<file path="src/rtl/serial_bus_arbiter_pkg.sv">
// Shared constants for the multi-master serial bus arbiter: FSM encoding and width helpers.
package serial_bus_arbiter_pkg;

  localparam int unsigned STATE_W = 3;

  localparam logic [STATE_W-1:0] ST_IDLE    = 3'd0;
  localparam logic [STATE_W-1:0] ST_GRANT   = 3'd1;
  localparam logic [STATE_W-1:0] ST_ADDR    = 3'd2;
  localparam logic [STATE_W-1:0] ST_DECODE  = 3'd3;
  localparam logic [STATE_W-1:0] ST_CONNECT = 3'd4;

  function automatic int unsigned clog2(input int unsigned value);
    int unsigned res;
    res = 0;
    while ((64'd1 << res) < 64'(value)) res++;
    return res;
  endfunction

  // Index width that stays at least one bit wide for single-entry ranges.
  function automatic int unsigned idx_w(input int unsigned value);
    return (clog2(value) == 0) ? 1 : clog2(value);
  endfunction

endpackage

</file>
<file path="src/rtl/serial_bus_arbiter_rr_arbiter.sv">
// Combinational round-robin picker: first requester strictly after i_rr_ptr, wrapping.
module rr_arbiter
  import serial_bus_arbiter_pkg::*;
#(
  parameter int unsigned NUM_MASTERS = 2,
  parameter int unsigned IDX_W       = idx_w(NUM_MASTERS)
) (
  input  logic [NUM_MASTERS-1:0] i_req,
  input  logic [IDX_W-1:0]       i_rr_ptr,
  output logic [NUM_MASTERS-1:0] o_onehot,
  output logic [IDX_W-1:0]       o_idx,
  output logic                   o_valid
);

  logic [2*NUM_MASTERS-1:0] w_dbl;
  logic [NUM_MASTERS-1:0]   w_rot;
  logic                     w_found;
  int unsigned              w_pos;

  // Rotate so bit 0 is the master just after the pointer, then take the lowest set bit.
  always_comb begin
    w_dbl   = {i_req, i_req};
    w_rot   = NUM_MASTERS'(w_dbl >> (32'(i_rr_ptr) + 32'd1));
    w_found = 1'b0;
    w_pos   = 0;
    for (int unsigned j = 0; j < NUM_MASTERS; j++) begin
      if (!w_found && w_rot[j]) begin
        w_found = 1'b1;
        w_pos   = 32'(i_rr_ptr) + j + 32'd1;
      end
    end
    if (w_pos >= NUM_MASTERS) w_pos = w_pos - NUM_MASTERS;
    o_valid  = w_found;
    o_idx    = IDX_W'(w_pos);
    o_onehot = w_found ? (NUM_MASTERS'(1) << o_idx) : '0;
  end

endmodule

</file>
<file path="src/rtl/serial_bus_arbiter.sv">
// Round-robin multi-master serial bus arbiter with serial slave-address decode and routing.
module serial_bus_arbiter
  import serial_bus_arbiter_pkg::*;
#(
  parameter int unsigned NUM_MASTERS = 2,
  parameter int unsigned NUM_SLAVES  = 3,
  parameter int unsigned SADDR_W     = 2
) (
  input  logic                   clk,
  input  logic                   reset,
  input  logic [NUM_MASTERS-1:0] m_req,
  output logic [NUM_MASTERS-1:0] m_grant,
  input  logic [NUM_MASTERS-1:0] m_address_valid,
  input  logic [NUM_MASTERS-1:0] m_address,
  input  logic [NUM_MASTERS-1:0] m_data,
  input  logic [NUM_MASTERS-1:0] m_valid,
  output logic [NUM_MASTERS-1:0] m_ready,
  output logic [NUM_MASTERS-1:0] m_error,
  output logic [NUM_SLAVES-1:0]  s_address,
  output logic [NUM_SLAVES-1:0]  s_data,
  output logic [NUM_SLAVES-1:0]  s_valid,
  input  logic [NUM_SLAVES-1:0]  s_ready
);

  localparam int unsigned IDX_W = idx_w(NUM_MASTERS);
  localparam int unsigned CNT_W = idx_w(SADDR_W);

  if (NUM_SLAVES > (2 ** SADDR_W)) begin : g_cfg_check
    $error("serial_bus_arbiter: NUM_SLAVES exceeds the SADDR_W address space");
  end

  logic [STATE_W-1:0]     r_state, w_state_nxt;
  logic [NUM_MASTERS-1:0] r_grant, w_grant_nxt;
  logic [IDX_W-1:0]       r_rr_ptr, w_rr_ptr_nxt;
  logic [SADDR_W-1:0]     r_addr_buf, w_addr_buf_nxt;
  logic [SADDR_W-1:0]     r_sel, w_sel_nxt;
  logic [CNT_W-1:0]       r_bit_cnt, w_bit_cnt_nxt;

  logic [NUM_MASTERS-1:0] w_arb_onehot;
  logic [IDX_W-1:0]       w_arb_idx;
  logic                   w_arb_valid;

  logic                   w_g_req, w_g_av, w_g_addr, w_g_data, w_g_valid;
  logic                   w_addr_ok, w_last_bit, w_route, w_s_rdy;
  logic [NUM_SLAVES-1:0]  w_sel_onehot;

  rr_arbiter #(
    .NUM_MASTERS (NUM_MASTERS),
    .IDX_W       (IDX_W)
  ) u_rr_arbiter (
    .i_req    (m_req),
    .i_rr_ptr (r_rr_ptr),
    .o_onehot (w_arb_onehot),
    .o_idx    (w_arb_idx),
    .o_valid  (w_arb_valid)
  );

  // Grant is one-hot, so masking and OR-reducing selects the granted master's lines.
  assign w_g_req    = |(m_req & r_grant);
  assign w_g_av     = |(m_address_valid & r_grant);
  assign w_g_addr   = |(m_address & r_grant);
  assign w_g_data   = |(m_data & r_grant);
  assign w_g_valid  = |(m_valid & r_grant);

  assign w_addr_ok  = (32'(r_addr_buf) < NUM_SLAVES);
  assign w_last_bit = (32'(r_bit_cnt) == (SADDR_W - 1));

  always_comb begin
    w_state_nxt    = r_state;
    w_grant_nxt    = r_grant;
    w_rr_ptr_nxt   = r_rr_ptr;
    w_addr_buf_nxt = r_addr_buf;
    w_sel_nxt      = r_sel;
    w_bit_cnt_nxt  = r_bit_cnt;
    if ((r_state != ST_IDLE) && !w_g_req) begin
      w_state_nxt = ST_IDLE;
      w_grant_nxt = '0;
    end else begin
      case (r_state)
        ST_IDLE: begin
          if (w_arb_valid) begin
            w_grant_nxt  = w_arb_onehot;
            w_rr_ptr_nxt = w_arb_idx;
            w_state_nxt  = ST_GRANT;
          end
        end
        ST_GRANT, ST_CONNECT: begin
          if (w_g_av) begin
            w_state_nxt   = ST_ADDR;
            w_bit_cnt_nxt = '0;
          end
        end
        ST_ADDR: begin
          w_addr_buf_nxt = SADDR_W'({r_addr_buf, w_g_addr});
          w_bit_cnt_nxt  = r_bit_cnt + CNT_W'(1);
          if (w_last_bit) w_state_nxt = ST_DECODE;
        end
        ST_DECODE: begin
          if (w_addr_ok) begin
            w_sel_nxt   = r_addr_buf;
            w_state_nxt = ST_CONNECT;
          end else begin
            w_state_nxt = ST_GRANT;
          end
        end
        default: begin
          w_state_nxt = ST_IDLE;
          w_grant_nxt = '0;
        end
      endcase
    end
  end

  always_ff @(posedge clk) begin
    if (reset) begin
      r_state    <= ST_IDLE;
      r_grant    <= '0;
      r_rr_ptr   <= '0;
      r_addr_buf <= '0;
      r_sel      <= '0;
      r_bit_cnt  <= '0;
    end else begin
      r_state    <= w_state_nxt;
      r_grant    <= w_grant_nxt;
      r_rr_ptr   <= w_rr_ptr_nxt;
      r_addr_buf <= w_addr_buf_nxt;
      r_sel      <= w_sel_nxt;
      r_bit_cnt  <= w_bit_cnt_nxt;
    end
  end

  // A re-address strobe in CONNECT cuts routing in the same cycle.
  assign w_route      = (r_state == ST_CONNECT) && !w_g_av;
  assign w_sel_onehot = NUM_SLAVES'(1) << r_sel;
  assign w_s_rdy      = |(s_ready & w_sel_onehot);

  assign m_grant   = r_grant;
  assign m_ready   = (w_route && w_s_rdy) ? r_grant : '0;
  assign m_error   = ((r_state == ST_DECODE) && !w_addr_ok) ? r_grant : '0;
  assign s_address = (w_route && w_g_addr)  ? w_sel_onehot : '0;
  assign s_data    = (w_route && w_g_data)  ? w_sel_onehot : '0;
  assign s_valid   = (w_route && w_g_valid) ? w_sel_onehot : '0;

endmodule

</file>
<file path="config.mk">
export PLATFORM = sky130hd
export DESIGN_NAME = serial_bus_arbiter
export DESIGN_NICKNAME = d
export VERILOG_FILES = /design/src/rtl/serial_bus_arbiter_pkg.sv /design/src/rtl/serial_bus_arbiter_rr_arbiter.sv /design/src/rtl/serial_bus_arbiter.sv
export SDC_FILE = /design/constraint.sdc
export NUM_CORES = 1
export LEC_CHECK = 0
export CAP_MARGIN = 20
export CORE_MARGIN = 4
export CORE_UTILIZATION = 45
export CTS_BUF_LIST = sky130_fd_sc_hd__clkbuf_16
export CTS_CLUSTER_SIZE = 14
export DETAILED_ROUTE_END_ITERATION = 16
export GPL_ROUTABILITY_DRIVEN = 1
export GPL_TIMING_DRIVEN = 0
export PLACE_DENSITY_LB_ADDON = 0.08
export SYNTH_ARGS = -nofsm -noshare
export SYNTH_HDL_FRONTEND = slang
export SYNTH_SLANG_ARGS = --single-unit
</file>
<file path="constraint.sdc">
create_clock -name clk -period 3.3 [get_ports clk]
set_input_delay 0.495 -clock clk [delete_from_list [all_inputs] [get_ports clk]]
set_output_delay 0.495 -clock clk [all_outputs]
set_load 0.05 [all_outputs]
</file>
---- Word-level counts from Yosys, hierarchy flattened ----
Index checks and enable logic that the tools add are counted.
storage, ports and cells
  register bits after elaboration ......... 11
  input port bits ......................... 15
  output and inout port bits .............. 15
  logic and storage cells ................. 79
cells by class
  $add $sub $neg .......................... 4
  $lt $le $gt $ge ......................... 2
  equality and inequality tests ........... 7
  shift-type cells ........................ 3
  multiplexer cells ....................... 19
  bitwise gates (word level) .............. 8
  reduce and logical (&&, ||, !) cells .... 30
operators with widths
  kind                     count
  $mux W32                 2
  $add A32 B1 Y32 const B  1
  $ge A32 B2 Y1 const B    1
  $mux W3                  7
  $reduce_or A2 Y1         7
  $pmux W3 S4              1
  $reduce_and A3 Y1        4
  $and A2 B2 Y2            5
  $logic_and A1 B1 Y1      8
  $eq A3 B2 Y1 const B     2
  $mux W2                  3
  $logic_not A1 Y1         4
  $mux W1                  4
  $ne A2 B2 Y1 const B     2
  $pmux W2 S2              1
  $reduce_and A2 Y1        2
  $reduce_or A4 Y1         1
  $shr A4 B2 Y2            1
  $and A3 B3 Y3            1
  $eq A3 B1 Y1 const B     1
  $eq A3 B3 Y1 const B     1
  $logic_not A3 Y1         1
  $reduce_bool A3 Y1       1
  $reduce_or A3 Y1         1
  10 further kinds         11

---- Logic depth before layout (Yosys ltp) ----
Gate-level depths: netlist of the first run.
  depth in word-level cells ............... 11
  mapped depth ............................ 5
  depth with buffers taken out ............ 4

---- Modules after synthesis ----
Synthesis of the first run repeated with hierarchy kept, for this count alone.
second synthesis, totals
  cells, all modules ...................... 99
  area, all modules ....................... 763.2 sq um
modules (own cells, without submodules)
  module              instances  cells an instance  area an instance (sq um)  seq. area each (sq um)
  serial_bus_arbiter  1          94                 730.7                     220.2
  rr_arbiter          1          5                  32.5                      0.0

---- Worst setup path before layout of the first run ----
No wires, ideal clock.
  path kind ............................... register -> output
  start point ............................. register r_grant[0] (netlist: m_grant[0])
  end point ............................... output s_address[0]
  arrival time ............................ 2323 ps
  path slack .............................. 482 ps
  stages on the path, launching flop included .. 6
  buffers on the path ..................... 1
  cells stage by stage .................... dfxtp_1 -> buf_2 -> a22oi_2 -> and3_1 -> nand2_1 -> nor3_1
on the way
  cells in the longest elaborated chain, start to end .. 6
  elaborated cells between the ends (all ways) .. 8
  those cells by class .................... 1 x mux; 2 x bitwise; 5 x reduce/logical
RTL lines
  item                     RTL line                   text
  from (decl)              serial_bus_arbiter.sv:33   logic [NUM_MASTERS-1:0] r_grant, w_grant_nxt;
  from (signal assigned)   serial_bus_arbiter.sv:124  r_grant <= w_grant_nxt;
  $and A2 B2 Y2            serial_bus_arbiter.sv:60   assign w_g_av = |(m_address_valid & r_grant);
  $reduce_or A2 Y1         serial_bus_arbiter.sv:60
  $logic_not A1 Y1         serial_bus_arbiter.sv:133  assign w_route = (r_state == ST_CONNECT) && !w_g_av;
  $logic_and A1 B1 Y1      serial_bus_arbiter.sv:133
  $logic_and A1 B1 Y1 (*)  serial_bus_arbiter.sv:140  assign s_address = (w_route && w_g_addr) ? w_sel_onehot : '0;
  $mux W3 (*)              serial_bus_arbiter.sv:140
  to (decl)                serial_bus_arbiter.sv:19   output logic [NUM_SLAVES-1:0] s_address,
Mark *: on every way between the ends. The rest lies on a longest branch, timed or not.

---- Worst setup path after layout of the first run ----
  start point ............................. input m_address_valid[0]
  end point ............................... output s_valid[0]
on the way
  cells in the longest elaborated chain, start to end .. 6
RTL lines
  item                 RTL line                   text
  from (decl)          serial_bus_arbiter.sv:13   input logic [NUM_MASTERS-1:0] m_address_valid,
  $and A2 B2 Y2        serial_bus_arbiter.sv:60
  $reduce_or A2 Y1     serial_bus_arbiter.sv:60
  $logic_not A1 Y1     serial_bus_arbiter.sv:133
  $logic_and A1 B1 Y1  serial_bus_arbiter.sv:133
  $logic_and A1 B1 Y1  serial_bus_arbiter.sv:142  assign s_valid = (w_route && w_g_valid) ? w_sel_onehot : '0;
  $mux W3              serial_bus_arbiter.sv:142
  to (decl)            serial_bus_arbiter.sv:21   output logic [NUM_SLAVES-1:0] s_valid,
No other way between the ends.

==> results of run 1 <==
-- path summary, 6_finish.rpt --
path                 startpoint  slack, ns         end  depth (start not counted)
min                    r_rr_ptr       0.53    r_rr_ptr                          1
min reg2reg            r_rr_ptr       0.53    r_rr_ptr                          1
max          m_address_valid[0]       0.19  s_valid[0]                          6
max reg2reg          m_grant[1]       1.68   r_bit_cnt                          4
-- logic make-up (layout without fill, tap and decap cells) --
kind of cell,after synthesis,in the layout
muxes,3,3
AOI/OAI and AO/OA,22,22
and+or+nand+nor,49,49
xor gates and xnor gates,1,1
buffers and inverters,7,40
DFF,11,11
-- cell type report --
cell class / count / area, sq um / share of cell area [%]
Buffer: 4 / 20.02 / 1.772
Clock buffer: 3 / 75.07 / 6.645
Clock inverter: 1 / 3.754 / 0.3322
Inverter: 3 / 11.26 / 0.9967
Multi-Input combinational cell: 75 / 484.2 / 42.86
Sequential cell: 11 / 220.2 / 19.49
Tap cell: 16 / 20.02 / 1.772
Timing Repair Buffer: 29 / 295.3 / 26.14
-- registers in the layout, indices dropped and copies added, names as in the netlist --
signal / cells
r_rr_ptr: 1
r_bit_cnt: 1
r_state: 3
m_grant: 2
r_addr_buf: 2
r_sel: 2
-- layout by cell type, fill, tap and decap left out, types with 2 or more instances in the layout --
cell and n:
a21oi_1 5, a21oi_2 2, a22o_1 3, a22oi_2 2, and2_1 3, and3_1 4
buf_2 4, clkbuf_16 3, clkdlybuf4s50_1 27, dfxtp_1 11, dlymetal6s2s_1 2, inv_1 4
mux2i_1 3, nand2_1 7, nand2b_1 4, nor2_1 12, nor2b_1 2, nor3_1 8
nor4_1 3, o21a_1 2, o22ai_1 2
-- stage by stage --
step / util, % / area (sq um) / setup slack, ns / instances
2_1_floorplan: - / 735.7 / 0.4815 / 93
3_3_place_gp: 68.64 / 1046 / 0.1936 / 138
3_5_place_dp: 68.64 / 1046 / 0.1006 / 138
4_1_cts: 73.81 / 1125 / 0.09425 / 142
5_1_grt: 74.14 / 1130 / 0.04895 / 142
6_report: 74.14 / 1130 / 0.1938 / 142
-- per-layer routing --
metal,part of all wire (%),track usage [%],wire length [microns],vias up
li1,-,-,-,411
met1,43,22.50,905,369
met2,48,31.96,1003,32
met3,8.3,6.748,174,2
met4,0.57,7.373,12,0
met5,0,0,0,-
-- repair_timing --
action | in CTS | in global routing
endpoints found under the setup margin | 0 | 2
hold buffers | 0 | 0
gates resized for setup | 0 | 2
-- report_power, final --
| group | switching [mW] | leakage, nW | internal (mW) |
|---|---|---|---|
| Combinational | 0.0497 | 0.330 | 0.0466 |
| Sequential | 0.00777 | 0.0895 | 0.140 |
| Clock | 0.0597 | 0.0423 | 0.159 |
-- worst reg2reg max path, cell delays in order, from the launching register on --
cell	delay [ns]
dfxtp_1	0.53
a22oi_2	0.22
or4b_1	0.52
a21oi_2	0.17
nor4b_2	0.06
==> reports/summary.txt, run 1 <==
Overflow after GRT -> 0
PortBufs -> 29
global-route wire length before repair -> 3622 microns
Power Dens Cells -> 409.9 mW/mm^2
largest family of logic cells by synthesized area -> simple AND/OR/NAND/NOR gates
Cells after Synth -> 93
Worst Path Buf+Inv -> 2
Post CTS Setup Buffer Count -> 0
diodes inserted -> 0
area leader, netlist -> dfxtp_1
leak pwr -> 0.4614 nW
CP max stage cell -> clkdlybuf4s50_1
Synth Area in Compound Gates -> 23.64%
Area Growth Syn to Fin -> 53.57%
clk buf depth -> 2
first-iteration detailed-routing DRC count -> 23
CTS tree -> done
CTS clk-pin slew, worst paths -> 0.04 ns
synth top area cells -> dfxtp_1 (30%), nor2_1 (6.1%), nor3_1 (5.4%)
startpoint types -> primary input
Adder-Cell Fraction of Synth Area -> 0%
Syn Area/Cell -> 7.911 sq um
top post-synthesis cells by count -> nor2_1 (12), dfxtp_1 (11), nor3_1 (8), nand2_1 (7), a21oi_1 (5)
post-detail-place hpwl -> 1534 microns
vias in the first global route -> 767
core area -> 0.001524 sq mm
worst skew pair latency -> 0.24 ns
syn nets -> 108
Die Wd -> 48.44 microns
drt wl/cell -> 14.75 microns
remaining antenna violation count -> 0
worst-margin pin slew -> 0.5283 ns
critical path class -> in2out
most common cell in the netlist -> nor2_1
H-tree levels -> 1
Post-Synth Simple-Gate Area -> 36.90%
period utilization -> 94.13%
fill cell count -> 122
Async S/R FF share, synth -> 0%
Root Driver -> clkbuf_16
vias per cell -> 5.732
crit path cell chain -> clkdlybuf4s50_1, a22oi_2, and3_1, nand2_1, nor3_1, clkdlybuf4s50_1
initial core utilization -> 48.28%
Setup-failing EPs final -> 0
routability cong. -> 0.7702
TNS Setup -> 0 ns
RSZ-0062 raised after global routing -> no
CP arrival -> 2.61 ns
Synth cell types -> 31
Hold Path Class -> reg2reg
fin crit period -> 3.106 ns
Final Hold Vio Count -> 0
Synth Register Bits -> 11
Post-layout nets -> 142
CP max stage delay -> 0.82 ns
CP top delay family -> buffers and inverters
# DRC -> 0
Vias -> 814
crit path max fanout -> 6
first-pass iteration count of the detailed router -> 4
Design Power -> 463.2 uW
max cap viols -> 0
I/O Pins -> 30
relative slew slack -> 64.72%
Ys Warns -> 0
cell area after synthesis -> 735.7 sq um
initial antenna violation count -> 0
Post-synth EDFFs -> 0
Worst EP required -> 2.80 ns
sequential share of the synthesized area -> 29.93%
area share of the largest cell type after synthesis -> 29.93%
outcome -> completed
CP Capture Type -> primary output
Max Slew Vio Count -> 0
post-synthesis xor/xnor area fraction -> 1.190%
Rows -> 14
DRT Wirelength -> 2095 microns
fraction of layout cells with a size suffix above 1 -> 11.11%
ys flop type -> dfxtp_1
Max Clock Skew -> 0.002991 ns
Overall Global Routing Usage -> 19.31%
Clock Sink Count -> 11
largest net degree at the start of global routing -> 11
multiplexer area fraction after synthesis -> 4.082%
Die Ht -> 48.44 microns
critical path's most frequent cell -> clkdlybuf4s50_1
Max Freq -> 321.9 MHz
die area -> 0.002346 sq mm
Hold WS -> 0.5309 ns
total CTS buffers -> 3
Max VDD drop -> 318.6 uV
Power figures use the tool's default switching activity.
==> run 2, diff against run 1 <==
PLACE_DENSITY = 0.84   (was not set)
PLACE_DENSITY_LB_ADDON = not set   (was 0.08)
==> reports/summary.txt, run 2 (synthesis results as in run 1) <==
Crit. Startpoint -> m_address_valid[0]
H-tree levels -> 1
Sequential Power Share -> 32.0%
worst r2r src -> m_grant[1]
CTS clk-pin slew, worst paths -> 0.04 ns
initial antenna violation count -> 0
worst skew pair latency -> 0.24 ns
first-pass iteration count of the detailed router -> 4
FF+latch area -> 220.2 sq um
Vias -> 844
period utilization -> 95.26%
sw frac -> 25.39%
routability cong. -> 0.8164
outcome -> completed
CP Capture Type -> primary output
global-route wire length before repair -> 3760 microns
leading cell type in the layout, fill and taps excluded -> clkdlybuf4s50_1
final core utilization -> 73.97%
Max Slew Vio Count -> 0
Overflow after GRT -> 0
top routing layer in use -> met4
Worst EP required -> 2.80 ns
cell count after placement -> 138
clock group share of total power -> 47.2%
clk buf depth -> 2
leak pwr -> 0.4426 nW
startpoint types -> primary input
RSZ-0062 raised after global routing -> no
fin crit period -> 3.144 ns
drt wl/cell -> 15.46 microns
CTS tree -> done
CP arrival -> 2.65 ns
# DRC -> 0
I/O Pins -> 30
vias in the first global route -> 803
Final Instance Count excl. Fillers -> 142
critical path class -> in2out
Hold Path Class -> reg2reg
Root Driver -> clkbuf_16
combinational power share -> 20.9%
Rows -> 14
first-iteration detailed-routing DRC count -> 13
Overall Global Routing Usage -> 19.48%
hold_buf cts -> 0
Final Hold Vio Count -> 0
vias per cell -> 5.944
most frequent cells in the layout -> clkdlybuf4s50_1 (28), nor2_1 (12), dfxtp_1 (11)
Die Wd -> 48.44 microns
post-detail-place hpwl -> 1548 microns
met1 wire length -> 951 microns
fill cell count -> 120
Die Ht -> 48.44 microns
total CTS buffers -> 3
Power Dens Cells -> 411.3 mW/mm^2
Max VDD drop -> 390.6 uV
remaining antenna violation count -> 0
Max Freq -> 318.1 MHz
initial core utilization -> 48.28%
TNS Setup -> 0 ns
Internal -> 346.0 uW
Post-layout nets -> 142
WL met2 -> 1049 microns
DRT Wirelength -> 2195 microns
Setup-failing EPs final -> 0
PortBufs -> 29
Area Growth Syn to Fin -> 53.23%
max cap viols -> 0
Clock Sink Count -> 11
fraction of layout cells with a size suffix above 1 -> 11.11%
relative slew slack -> 66.05%
diodes inserted -> 0
Reg with most FFs -> r_state
worst-margin pin slew -> 0.5076 ns
die area -> 0.002346 sq mm
core area -> 0.001524 sq mm
largest net degree at the start of global routing -> 11
max reg flops -> 3
Max Clock Skew -> 0.002343 ns
P_sw -> 117.7 uW
Hold WS -> 0.5233 ns
Routed met3 length -> 176 microns
crit path max fanout -> 6
Worst Hold Launch -> r_rr_ptr
footprint of the multi-input gates -> 484.2 sq um
## run 2: cell count changes in the layout (fill, tap and decap cells not counted), sizes merged
cell | previous run | this run
clkdlybuf4s50 | 27 | 28
dlymetal6s2s | 2 | 1
## run 2: final cells by class
class | count | share of cell area [%]
multi-input combinational | 75 | 42.95
timing repair buffer | 29 | 25.97
sequential | 11 | 19.53
clock buffer | 3 | 6.659
buffer | 4 | 1.776
tap | 16 | 1.776
inverter | 3 | 0.9989
clock inverter | 1 | 0.3330
## run 2: power by group through the flow
stage	logic, mW	registers (mW)	clock network (mW)
floorplan	0.0514	0.157	0
global placement	0.0931	0.150	0
detailed placement	0.0945	0.150	0
CTS	0.0956	0.148	0.223
global route	0.106	0.149	0.227
finish	0.0968	0.148	0.219
## run 2: worst max-delay path, cell delays in order
cell	delay, ns
clkdlybuf4s50_1	0.41
a22oi_2	0.29
and3_1	0.33
nand2_1	0.13
nor3_1	0.16
clkdlybuf4s50_1	0.83
## run 2: path summary, 6_finish.rpt
| path | cells after the start | slack [ns] | endpoint |
|---|---|---|---|
| min reg2reg | 1 | 0.52 | r_rr_ptr |
| max | 6 | 0.16 | s_valid[0] |
| min | 1 | 0.52 | r_rr_ptr |
| max reg2reg | 4 | 1.65 | r_bit_cnt |
## run 2: stage by stage
stage                     power [mW]  setup slack, ns  instance area, sq um
after floorplan               0.2088           0.4815                 735.7
after global placement        0.2426           0.1905                  1046
after detailed placement      0.2443           0.1320                  1046
after CTS                     0.4666           0.1235                  1125
after global routing          0.4823          0.05581                  1127
final                         0.4637           0.1565                  1127
## run 2: timing repair
action,4_1_cts,5_1_grt
buffers inserted,0,0
setup endpoints to repair,0,1
gates resized for setup,0,1
## run 2: layer usage
layer | track usage (%) | vias up
met5 | 0 | -
met4 | 5.991 | 0
met3 | 5.828 | 2
met2 | 32.61 | 38
met1 | 23.54 | 391
li1 | - | 413
